--- config.mk ---
export PLATFORM = sky130hd
export DESIGN_NAME = puf_scan_ctrl_flat
export DESIGN_NICKNAME = d
export VERILOG_FILES = /design/src/rtl/puf_scan_ctrl_pkg.sv /design/src/rtl/puf_scan_ctrl_if.sv /design/src/rtl/puf_step_cnt.sv /design/src/rtl/puf_scan_ctrl.sv /design/src/flat_wrapper.sv
export SDC_FILE = /design/constraint.sdc
export NUM_CORES = 1
export LEC_CHECK = 0
export CAP_MARGIN = 10
export CORE_ASPECT_RATIO = 0.7
export CORE_MARGIN = 1
export CORE_UTILIZATION = 46
export DETAILED_ROUTE_END_ITERATION = 7
export PLACE_DENSITY = 0.7
export SLEW_MARGIN = 20
export SYNTH_ARGS = -nofsm -noshare
export SYNTH_HDL_FRONTEND = slang
export SYNTH_SLANG_ARGS = --single-unit
export TNS_END_PERCENT = 100
--- constraint.sdc ---
create_clock -name CP -period 1.9 [get_ports CP]
set_input_delay 0.285 -clock CP [delete_from_list [all_inputs] [get_ports CP]]
set_output_delay 0.285 -clock CP [all_outputs]
set_load 0.03 [all_outputs]
--- src/rtl/puf_scan_ctrl_pkg.sv ---
// Shared types and constants for the PUF scan-chain sequencer.
// State encodings are 3-bit binary; TE levels name the chain's two modes.
package puf_scan_ctrl_pkg;

  typedef enum logic [2:0] {
    ST_IDLE    = 3'd0,
    ST_LOAD    = 3'd1,
    ST_CAPTURE = 3'd2,
    ST_UNLOAD  = 3'd3,
    ST_DONE    = 3'd4
  } state_e;

  localparam logic TE_SHIFT   = 1'b1;
  localparam logic TE_CAPTURE = 1'b0;

endpackage

--- src/rtl/puf_scan_ctrl_if.sv ---
// Host/chain bundle of the PUF scan sequencer.
// slave is the sequencer side; master is the host plus scan chain side.
interface puf_scan_ctrl_if #(
  parameter int N_CHAIN = 5
) ();

  logic               START;
  logic [N_CHAIN-1:0] CHAL;
  logic [N_CHAIN-1:0] MASK_IN;
  logic               SO;
  logic               TE;
  logic               TI;
  logic [N_CHAIN-1:0] MASK;
  logic               BUSY;
  logic               DONE;
  logic [N_CHAIN-1:0] RESP;

  modport master (
    output START, CHAL, MASK_IN, SO,
    input  TE, TI, MASK, BUSY, DONE, RESP
  );

  modport slave (
    input  START, CHAL, MASK_IN, SO,
    output TE, TI, MASK, BUSY, DONE, RESP
  );

endinterface

--- src/rtl/puf_step_cnt.sv ---
// Loadable down-counter timing each sequencer phase.
// zero marks the last cycle of the current phase.
module puf_step_cnt #(
  parameter int CNT_W = 3
) (
  input  logic             clk,
  input  logic             rst_n,
  input  logic             load,
  input  logic [CNT_W-1:0] load_val,
  output logic             zero
);

  logic [CNT_W-1:0] cnt_r;

  // Reload has priority; otherwise count down and park at zero.
  always_ff @(posedge clk or negedge rst_n) begin
    if (!rst_n) begin
      cnt_r <= {CNT_W{1'b0}};
    end else if (load) begin
      cnt_r <= load_val;
    end else if (cnt_r != {CNT_W{1'b0}}) begin
      cnt_r <= cnt_r - CNT_W'(1);
    end
  end

  assign zero = (cnt_r == {CNT_W{1'b0}});

endmodule

--- src/rtl/puf_scan_ctrl.sv ---
// PUF challenge/response scan sequencer: shift challenge in, capture the core
// response, shift it out and present it in parallel with a DONE pulse.
module puf_scan_ctrl
  import puf_scan_ctrl_pkg::*;
#(
  parameter int N_CHAIN    = 5,
  parameter int CAP_CYCLES = 1,
  parameter int CNT_W      = 3
) (
  input  logic            CP,
  input  logic            RN,
  puf_scan_ctrl_if.slave  bus
);

  localparam logic [CNT_W-1:0]   LOAD_LAST = CNT_W'(N_CHAIN - 1);
  localparam logic [CNT_W-1:0]   CAP_LAST  = CNT_W'(CAP_CYCLES - 1);
  localparam logic [N_CHAIN-1:0] ALL_ONES  = {N_CHAIN{1'b1}};
  localparam logic [N_CHAIN-1:0] ALL_ZERO  = {N_CHAIN{1'b0}};

  state_e             state_r;
  logic [N_CHAIN-1:0] chal_sh_r;
  logic [N_CHAIN-1:0] mask_lat_r;
  logic [N_CHAIN-2:0] resp_sh_r;
  logic               te_r;
  logic               ti_r;
  logic [N_CHAIN-1:0] mask_r;
  logic               busy_r;
  logic               done_r;
  logic [N_CHAIN-1:0] resp_r;

  logic               cnt_load_s;
  logic [CNT_W-1:0]   cnt_val_s;
  logic               cnt_zero_s;
  logic [N_CHAIN-1:0] resp_full_s;

  // The final scan-out sample goes straight into RESP, so resp_sh_r is N-1 wide.
  assign resp_full_s = {resp_sh_r, bus.SO};

  // Phase counter reload on entry to LOAD, CAPTURE and UNLOAD.
  always_comb begin
    cnt_load_s = 1'b0;
    cnt_val_s  = {CNT_W{1'b0}};
    case (state_r)
      ST_IDLE: begin
        cnt_load_s = bus.START;
        cnt_val_s  = LOAD_LAST;
      end
      ST_LOAD: begin
        cnt_load_s = cnt_zero_s;
        cnt_val_s  = CAP_LAST;
      end
      ST_CAPTURE: begin
        cnt_load_s = cnt_zero_s;
        cnt_val_s  = LOAD_LAST;
      end
      default: begin
        cnt_load_s = 1'b0;
        cnt_val_s  = {CNT_W{1'b0}};
      end
    endcase
  end

  puf_step_cnt #(.CNT_W(CNT_W)) u_step_cnt (
    .clk      (CP),
    .rst_n    (RN),
    .load     (cnt_load_s),
    .load_val (cnt_val_s),
    .zero     (cnt_zero_s)
  );

  // Sequencer FSM; every output is set for the state being entered.
  always_ff @(posedge CP or negedge RN) begin
    if (!RN) begin
      state_r    <= ST_IDLE;
      chal_sh_r  <= ALL_ZERO;
      mask_lat_r <= ALL_ZERO;
      resp_sh_r  <= {(N_CHAIN-1){1'b0}};
      te_r       <= TE_CAPTURE;
      ti_r       <= 1'b0;
      mask_r     <= ALL_ONES;
      busy_r     <= 1'b0;
      done_r     <= 1'b0;
      resp_r     <= ALL_ZERO;
    end else begin
      case (state_r)
        ST_IDLE: begin
          if (bus.START) begin
            state_r    <= ST_LOAD;
            ti_r       <= bus.CHAL[N_CHAIN-1];
            chal_sh_r  <= {bus.CHAL[N_CHAIN-2:0], 1'b0};
            mask_lat_r <= bus.MASK_IN;
            te_r       <= TE_SHIFT;
            busy_r     <= 1'b1;
          end
        end
        ST_LOAD: begin
          if (cnt_zero_s) begin
            state_r <= ST_CAPTURE;
            te_r    <= TE_CAPTURE;
            ti_r    <= 1'b0;
            mask_r  <= mask_lat_r;
          end else begin
            // MSB first, so cell k ends up holding CHAL[k].
            ti_r      <= chal_sh_r[N_CHAIN-1];
            chal_sh_r <= {chal_sh_r[N_CHAIN-2:0], 1'b0};
          end
        end
        ST_CAPTURE: begin
          if (cnt_zero_s) begin
            state_r <= ST_UNLOAD;
            te_r    <= TE_SHIFT;
            mask_r  <= ALL_ONES;
          end
        end
        ST_UNLOAD: begin
          resp_sh_r <= resp_full_s[N_CHAIN-2:0];
          if (cnt_zero_s) begin
            state_r <= ST_DONE;
            te_r    <= TE_CAPTURE;
            done_r  <= 1'b1;
            resp_r  <= resp_full_s;
          end
        end
        ST_DONE: begin
          state_r <= ST_IDLE;
          done_r  <= 1'b0;
          busy_r  <= 1'b0;
        end
        default: begin
          state_r <= ST_IDLE;
          te_r    <= TE_CAPTURE;
          ti_r    <= 1'b0;
          mask_r  <= ALL_ONES;
          busy_r  <= 1'b0;
          done_r  <= 1'b0;
        end
      endcase
    end
  end

  assign bus.TE   = te_r;
  assign bus.TI   = ti_r;
  assign bus.MASK = mask_r;
  assign bus.BUSY = busy_r;
  assign bus.DONE = done_r;
  assign bus.RESP = resp_r;

endmodule
--- src/flat_wrapper.sv ---
// flat-port wrapper written by rule: the top's interface ports become plain ports
module puf_scan_ctrl_flat import puf_scan_ctrl_pkg::*;
#(
  parameter int N_CHAIN    = 5,
  parameter int CAP_CYCLES = 1,
  parameter int CNT_W      = 3
)
  (CP, RN, bus_START, bus_CHAL, bus_MASK_IN, bus_SO, bus_TE, bus_TI, bus_MASK, bus_BUSY, bus_DONE, bus_RESP);
  puf_scan_ctrl_if #(.N_CHAIN(N_CHAIN)) bus_i ();
  input  logic CP;
  input  logic RN;
  input wire logic [$bits(bus_i.START)-1:0] bus_START;
  input wire logic [$bits(bus_i.CHAL)-1:0] bus_CHAL;
  input wire logic [$bits(bus_i.MASK_IN)-1:0] bus_MASK_IN;
  input wire logic [$bits(bus_i.SO)-1:0] bus_SO;
  output wire logic [$bits(bus_i.TE)-1:0] bus_TE;
  output wire logic [$bits(bus_i.TI)-1:0] bus_TI;
  output wire logic [$bits(bus_i.MASK)-1:0] bus_MASK;
  output wire logic [$bits(bus_i.BUSY)-1:0] bus_BUSY;
  output wire logic [$bits(bus_i.DONE)-1:0] bus_DONE;
  output wire logic [$bits(bus_i.RESP)-1:0] bus_RESP;
  assign bus_i.START = bus_START;
  assign bus_i.CHAL = bus_CHAL;
  assign bus_i.MASK_IN = bus_MASK_IN;
  assign bus_i.SO = bus_SO;
  assign bus_TE = bus_i.TE;
  assign bus_TI = bus_i.TI;
  assign bus_MASK = bus_i.MASK;
  assign bus_BUSY = bus_i.BUSY;
  assign bus_DONE = bus_i.DONE;
  assign bus_RESP = bus_i.RESP;
  puf_scan_ctrl #(.N_CHAIN(N_CHAIN), .CAP_CYCLES(CAP_CYCLES), .CNT_W(CNT_W)) u_core (.CP(CP), .RN(RN), .bus(bus_i));
endmodule
After elaboration in Yosys (flattened, before gate mapping). Index checks and enable logic that the tools add are counted.

Bits in registers: 34. Output and inout port bits: 14. Input bits: 14.

Reductions and logical operators: 21. Bitwise gates (word level): 5. Mux-type cells: 24. Eq/ne operators: 10. Add/sub/neg operators: 1.

Operator list (count): two-way mux 3 bit (7); two-way mux 5 bit (4); one-hot mux 5 bit (3 select lines) (1); one-hot mux 3 bit (4 select lines) (1); OR reduction 3 bit (4); one-hot mux 5 bit (2 select lines) (1); AND reduction 2 bit (5); inequality test 2 x 1 -> 1 bit, second input constant (4); AND reduction 4 bit (2); == test 3 x 2 -> 1 bit, second input constant (2); zero test 3 bit (2); one-hot mux 1 bit (2 select lines) (3); AND reduction 3 bit (2); OR reduction 2 bit (3); two-way mux 1 bit (5); inverter 1 bit (5); inequality test 2 bit, second input constant (2); one-hot mux 1 bit (4 select lines) (1); nonzero test 2 bit (2); == test 3 x 1 -> 1 bit, second input constant (1); == test 3 bit, second input constant (1); one-hot mux 1 bit (3 select lines) (1); nonzero test 3 bit (1); subtractor 3 x 1 -> 3 bit, second input constant (1).

Longest topological paths before layout.
Word-level depth: 4. Depth in mapped cells: 7. Depth with buffers taken out: 6.

Cells and area by module. Synthesis repeated with hierarchy kept, for this count alone.

Cell total of the unflattened synthesis: 139. Area, all modules: 1567.8 µm².

By module, submodules not included: puf_scan_ctrl (cells an instance 118, area each 1367.6 µm², times used 1, seq. area each 757.0 µm²); puf_step_cnt (cells an instance 21, area each 200.2 µm², times used 1, seq. area each 75.1 µm²).

Least setup slack after synthesis. OpenSTA, ideal clock, no wires.

Kind: register to register. Start point: register u_core.u_step_cnt.cnt_r[0]. End point: register u_core.resp_r[0], in the netlist u_core.bus.RESP[0]. Data arrival time: 1406 ps. Stages on the path, launching flop included: 7. Setup slack: 369 ps. Cells stage by stage: dfrtp_1 inv_1 ha_1 nor2b_1 buf_4 nand3_1 mux2_2.

Longest elaborated chain between the ends: 2.

Ends and longest elaborated chain: from (decl) (RTL line puf_step_cnt.sv:13) `logic [CNT_W-1:0] cnt_r;`; from (signal assigned) (RTL line puf_step_cnt.sv:18) `cnt_r <= {CNT_W{1'b0}};`; from (signal assigned) (RTL line puf_step_cnt.sv:20) `cnt_r <= load_val;`; from (signal assigned) (RTL line puf_step_cnt.sv:22) `cnt_r <= cnt_r - CNT_W'(1);`; zero test 3 bit (RTL line puf_step_cnt.sv:26) `assign zero = (cnt_r == {CNT_W{1'b0}});`; AND reduction 2 bit (no source line); to (signal assigned) (RTL line puf_scan_ctrl.sv:121) `resp_r <= resp_full_s;`; to (decl) (RTL line puf_scan_ctrl.sv:29) `logic [N_CHAIN-1:0] resp_r;`.

Every way passes these cells. A chain may end at the register's enable or synchronous reset.

Worst setup path in the final report.
Start point: register u_core.mask_r[4], in the netlist u_core.bus.MASK[4]. End point: output port bus_MASK[4].

RTL lines: from (decl) (RTL line puf_scan_ctrl.sv:26) `logic [N_CHAIN-1:0] mask_r;`; from (signal assigned) (RTL line puf_scan_ctrl.sv:101) `mask_r <= mask_lat_r;`; to (decl) (RTL line flat_wrapper.sv:18) `output wire logic [$bits(bus_i.MASK)-1:0] bus_MASK;`.

No word-level cell between the ends.

==> results.ini <==
[status]
status=finished, final reports clean

[setup_path]
cp.arrival_ps=1520
worstRegToRegCells=6
cp_max_fo=3
slowest_stage=clkdlybuf4s50_1
cp-start-kind=flip-flop
reg2reg_slack_ps=210
crit_type=flip-flop to output pin
critPathTopFamily=buffers and inverters
critPathRequiredTime_ps=1620
r2r-end=u_core.bus.MASK[2]$_DFFE_PN1P_
slowest_delay_ps=680
path_cells=clkdlybuf4s50_1
path_buf_inv=1
end_kind=output pin
crit-reg2reg-launch=u_core.u_step_cnt.cnt_r[0]$_DFFE_PN0P_

[layout]
design_area_mm2=0.001983
nNetsFinal=181
multi_input_area_um2=659.4
regArea_um2=832.0
area_growth_pct=27.72
fill_cells=247
final_layout_size_suffix_gt1_share_pct=23.49
final_util_pct=62.16
antennaDiodeCount=0

[yosys]
synth_area_leader_cell=dfrtp_1
yosys-top-cells-count=28 x dfrtp_1, 11 x nand2_1, 10 x o22a_1, 9 x mux2_2, 9 x nor2_1
syn_inst=130
syn_nets=146
synthFlopType=dfrtp_1
avgSynthCellArea_um2=11.94
synth_area_mm2=0.001553
yosys-top-cells-area=dfrtp_1 45%, dfstp_2 8.5%, mux2_2 6.5%
synth-edff-count=0
yosysWarnings=0
synth.most_common_cell=dfrtp_1
async_flop_share_pct=100.0
yosysUniqueCellTypes=35
synth_top_area_share_pct=45.12
synth_seq_cells=33
synth_seq_area_share_pct=53.59

[cts]
post-cts-setup-buffer-count=0
h-tree-depth=2
cts_resized=0
clock-sinks=33
cts_root_buffer=clkbuf_8
clkTransAtPathRegs_ps=70
insertion_delay_ps=280
cts_tree=done
cts_buffers=5
clockBufferDepth=2
cts_hold_buf=0

[placement]
place_ws_ps=146.3
place_area_mm2=0.001897
port_buffers=27
globalplace.congestion=0.8340
hpwl_um=2161

[timing]
layout_setup_ws_ps=98.01
rsz0062_at_grt=no
tightest_slew_ps=484.0
finClkSkew_ps=6.103
drv_slew=0
finalHoldViolCount=0
finalSetupViolCount=0
period_minus_slack_ps=1802
relSlewSlack_pct=67.73
max_freq_mhz=554.9
tns_ps=0
period_share_pct=94.84

[floorplan]
die_area_mm2=0.003616
initial_utilization_pct=48.67
die_y_um=50.61
fp.coreArea_mm2=0.003191
rows=17
num_io_pins=28
die_w_um=71.44

[grt]
grt_pass1_vias=1097
grtUsageMet3_pct=6.225
grt_max_degree=34
overflow=0
track_usage_pct=19.10
grtUsageMet1_pct=25.00
busiest_layer=met2
grt_pass1_wl_um=5168
grt_antenna_before_repair=0
gr-usage-met2_pct=30.16

[job]
cap_violations=0

[routing]
antenna_left=0
wl_per_cell_um=14.98
initialDrtViolationCount=86
first_pass_iters=4
wl_um=3056
via_count=1131
avgViaCountPerCell=5.544
drcViolationCount=0

[min_path]
hold_class=input pin to asynchronous set/reset pin

[power]
ir_worst_vdd_v=0.0009229
power_leakage_nw=0.8811
p_total_mw=3.661
power_density_mw_per_mm2=1846

-- where the power goes --
group	internal, mW	switching (mW)	total [mW]
clock network	0.252	0.258	0.510
registers	1.09	0.266	1.36
logic	0.905	0.889	1.79
total	2.25	1.41	3.66
-- layout make-up --
type | instances | share of cell area (%)
tap | 38 | 2.397
clock inverter | 3 | 0.8833
clock buffer | 5 | 3.470
sequential | 33 | 41.96
multi-input combinational | 86 | 33.25
timing repair buffer | 35 | 17.29
inverter | 4 | 0.7571
-- how the worst max path moves through the flow --
stage                                            from                          endpoint  slack (ps)  cells past startpoint
2_1_floorplan  u_core.u_step_cnt.cnt_r[0]$_DFFE_PN0P_    u_core.bus.RESP[0]$_DFFE_PN0P_         370                      6
3_3_place_gp                                bus_START  u_core.mask_lat_r[1]$_DFFE_PN0P_         170                      5
3_5_place_dp                                bus_START  u_core.mask_lat_r[2]$_DFFE_PN0P_         150                      5
4_1_cts                u_core.bus.MASK[4]$_DFFE_PN1P_                       bus_MASK[4]          90                      1
5_1_grt                u_core.bus.MASK[4]$_DFFE_PN1P_                       bus_MASK[4]          70                      1
6_report               u_core.bus.MASK[4]$_DFFE_PN1P_                       bus_MASK[4]         100                      1
-- flip-flops by register name, summed over array words and instances, names as in the netlist, 3 cells and up --
signal	count
u_core.bus.MASK	5
u_core.bus.RESP	5
u_core.mask_lat_r	5
u_core.chal_sh_r	4
u_core.resp_sh_r	4
u_core.state_r	3
u_core.u_step_cnt.cnt_r	3
-- layout by cell type, fill, tap and decap left out, types with 4 or more instances in the layout --
master           count
o22a_1              10
mux2_2               9
a21o_1               4
nand2_1             11
dfstp_2              5
nor2_1               9
inv_1                4
buf_4                7
a21oi_1              4
clkdlybuf4s50_1     27
clkbuf_8             5
dfrtp_1             28
mux2_4               5
-- per-stage QoR --
step                hold slack (ps)  std cells
floorplan                    -10.59        130
global placement              459.1        196
detailed placement            466.7        196
CTS                           408.7        204
global route                  429.9        204
finish                        396.7        204
-- logic make-up after synthesis --
kind of cell | synth area share [%]
and+or+nand+nor | 13.30
DFF | 53.59
AOI/OAI and AO/OA | 15.07
muxes | 11.36
buffers and inverters | 3.948
xor gates and xnor gates | 1.128
adders and majority gates | 1.611
-- worst register-to-register path, delay by kind of cell, from the launching register on --
kind,cells,cell delay (ps)
buffers and inverters,1,90
flip-flops,1,380
AND/OR/NAND/NOR,2,500
adder cells (fa/ha/maj),1,210
AO/OA/AOI/OAI,2,440
-- metal layers --
| metal | wire [µm] | share of wire (%) |
|---|---|---|
| met1 | 1404 | 46 |
| met2 | 1479 | 48 |
| met3 | 160 | 5.2 |
| met4 | 11 | 0.36 |
| met5 | 0 | 0 |
(Power assumes the default switching activity.)
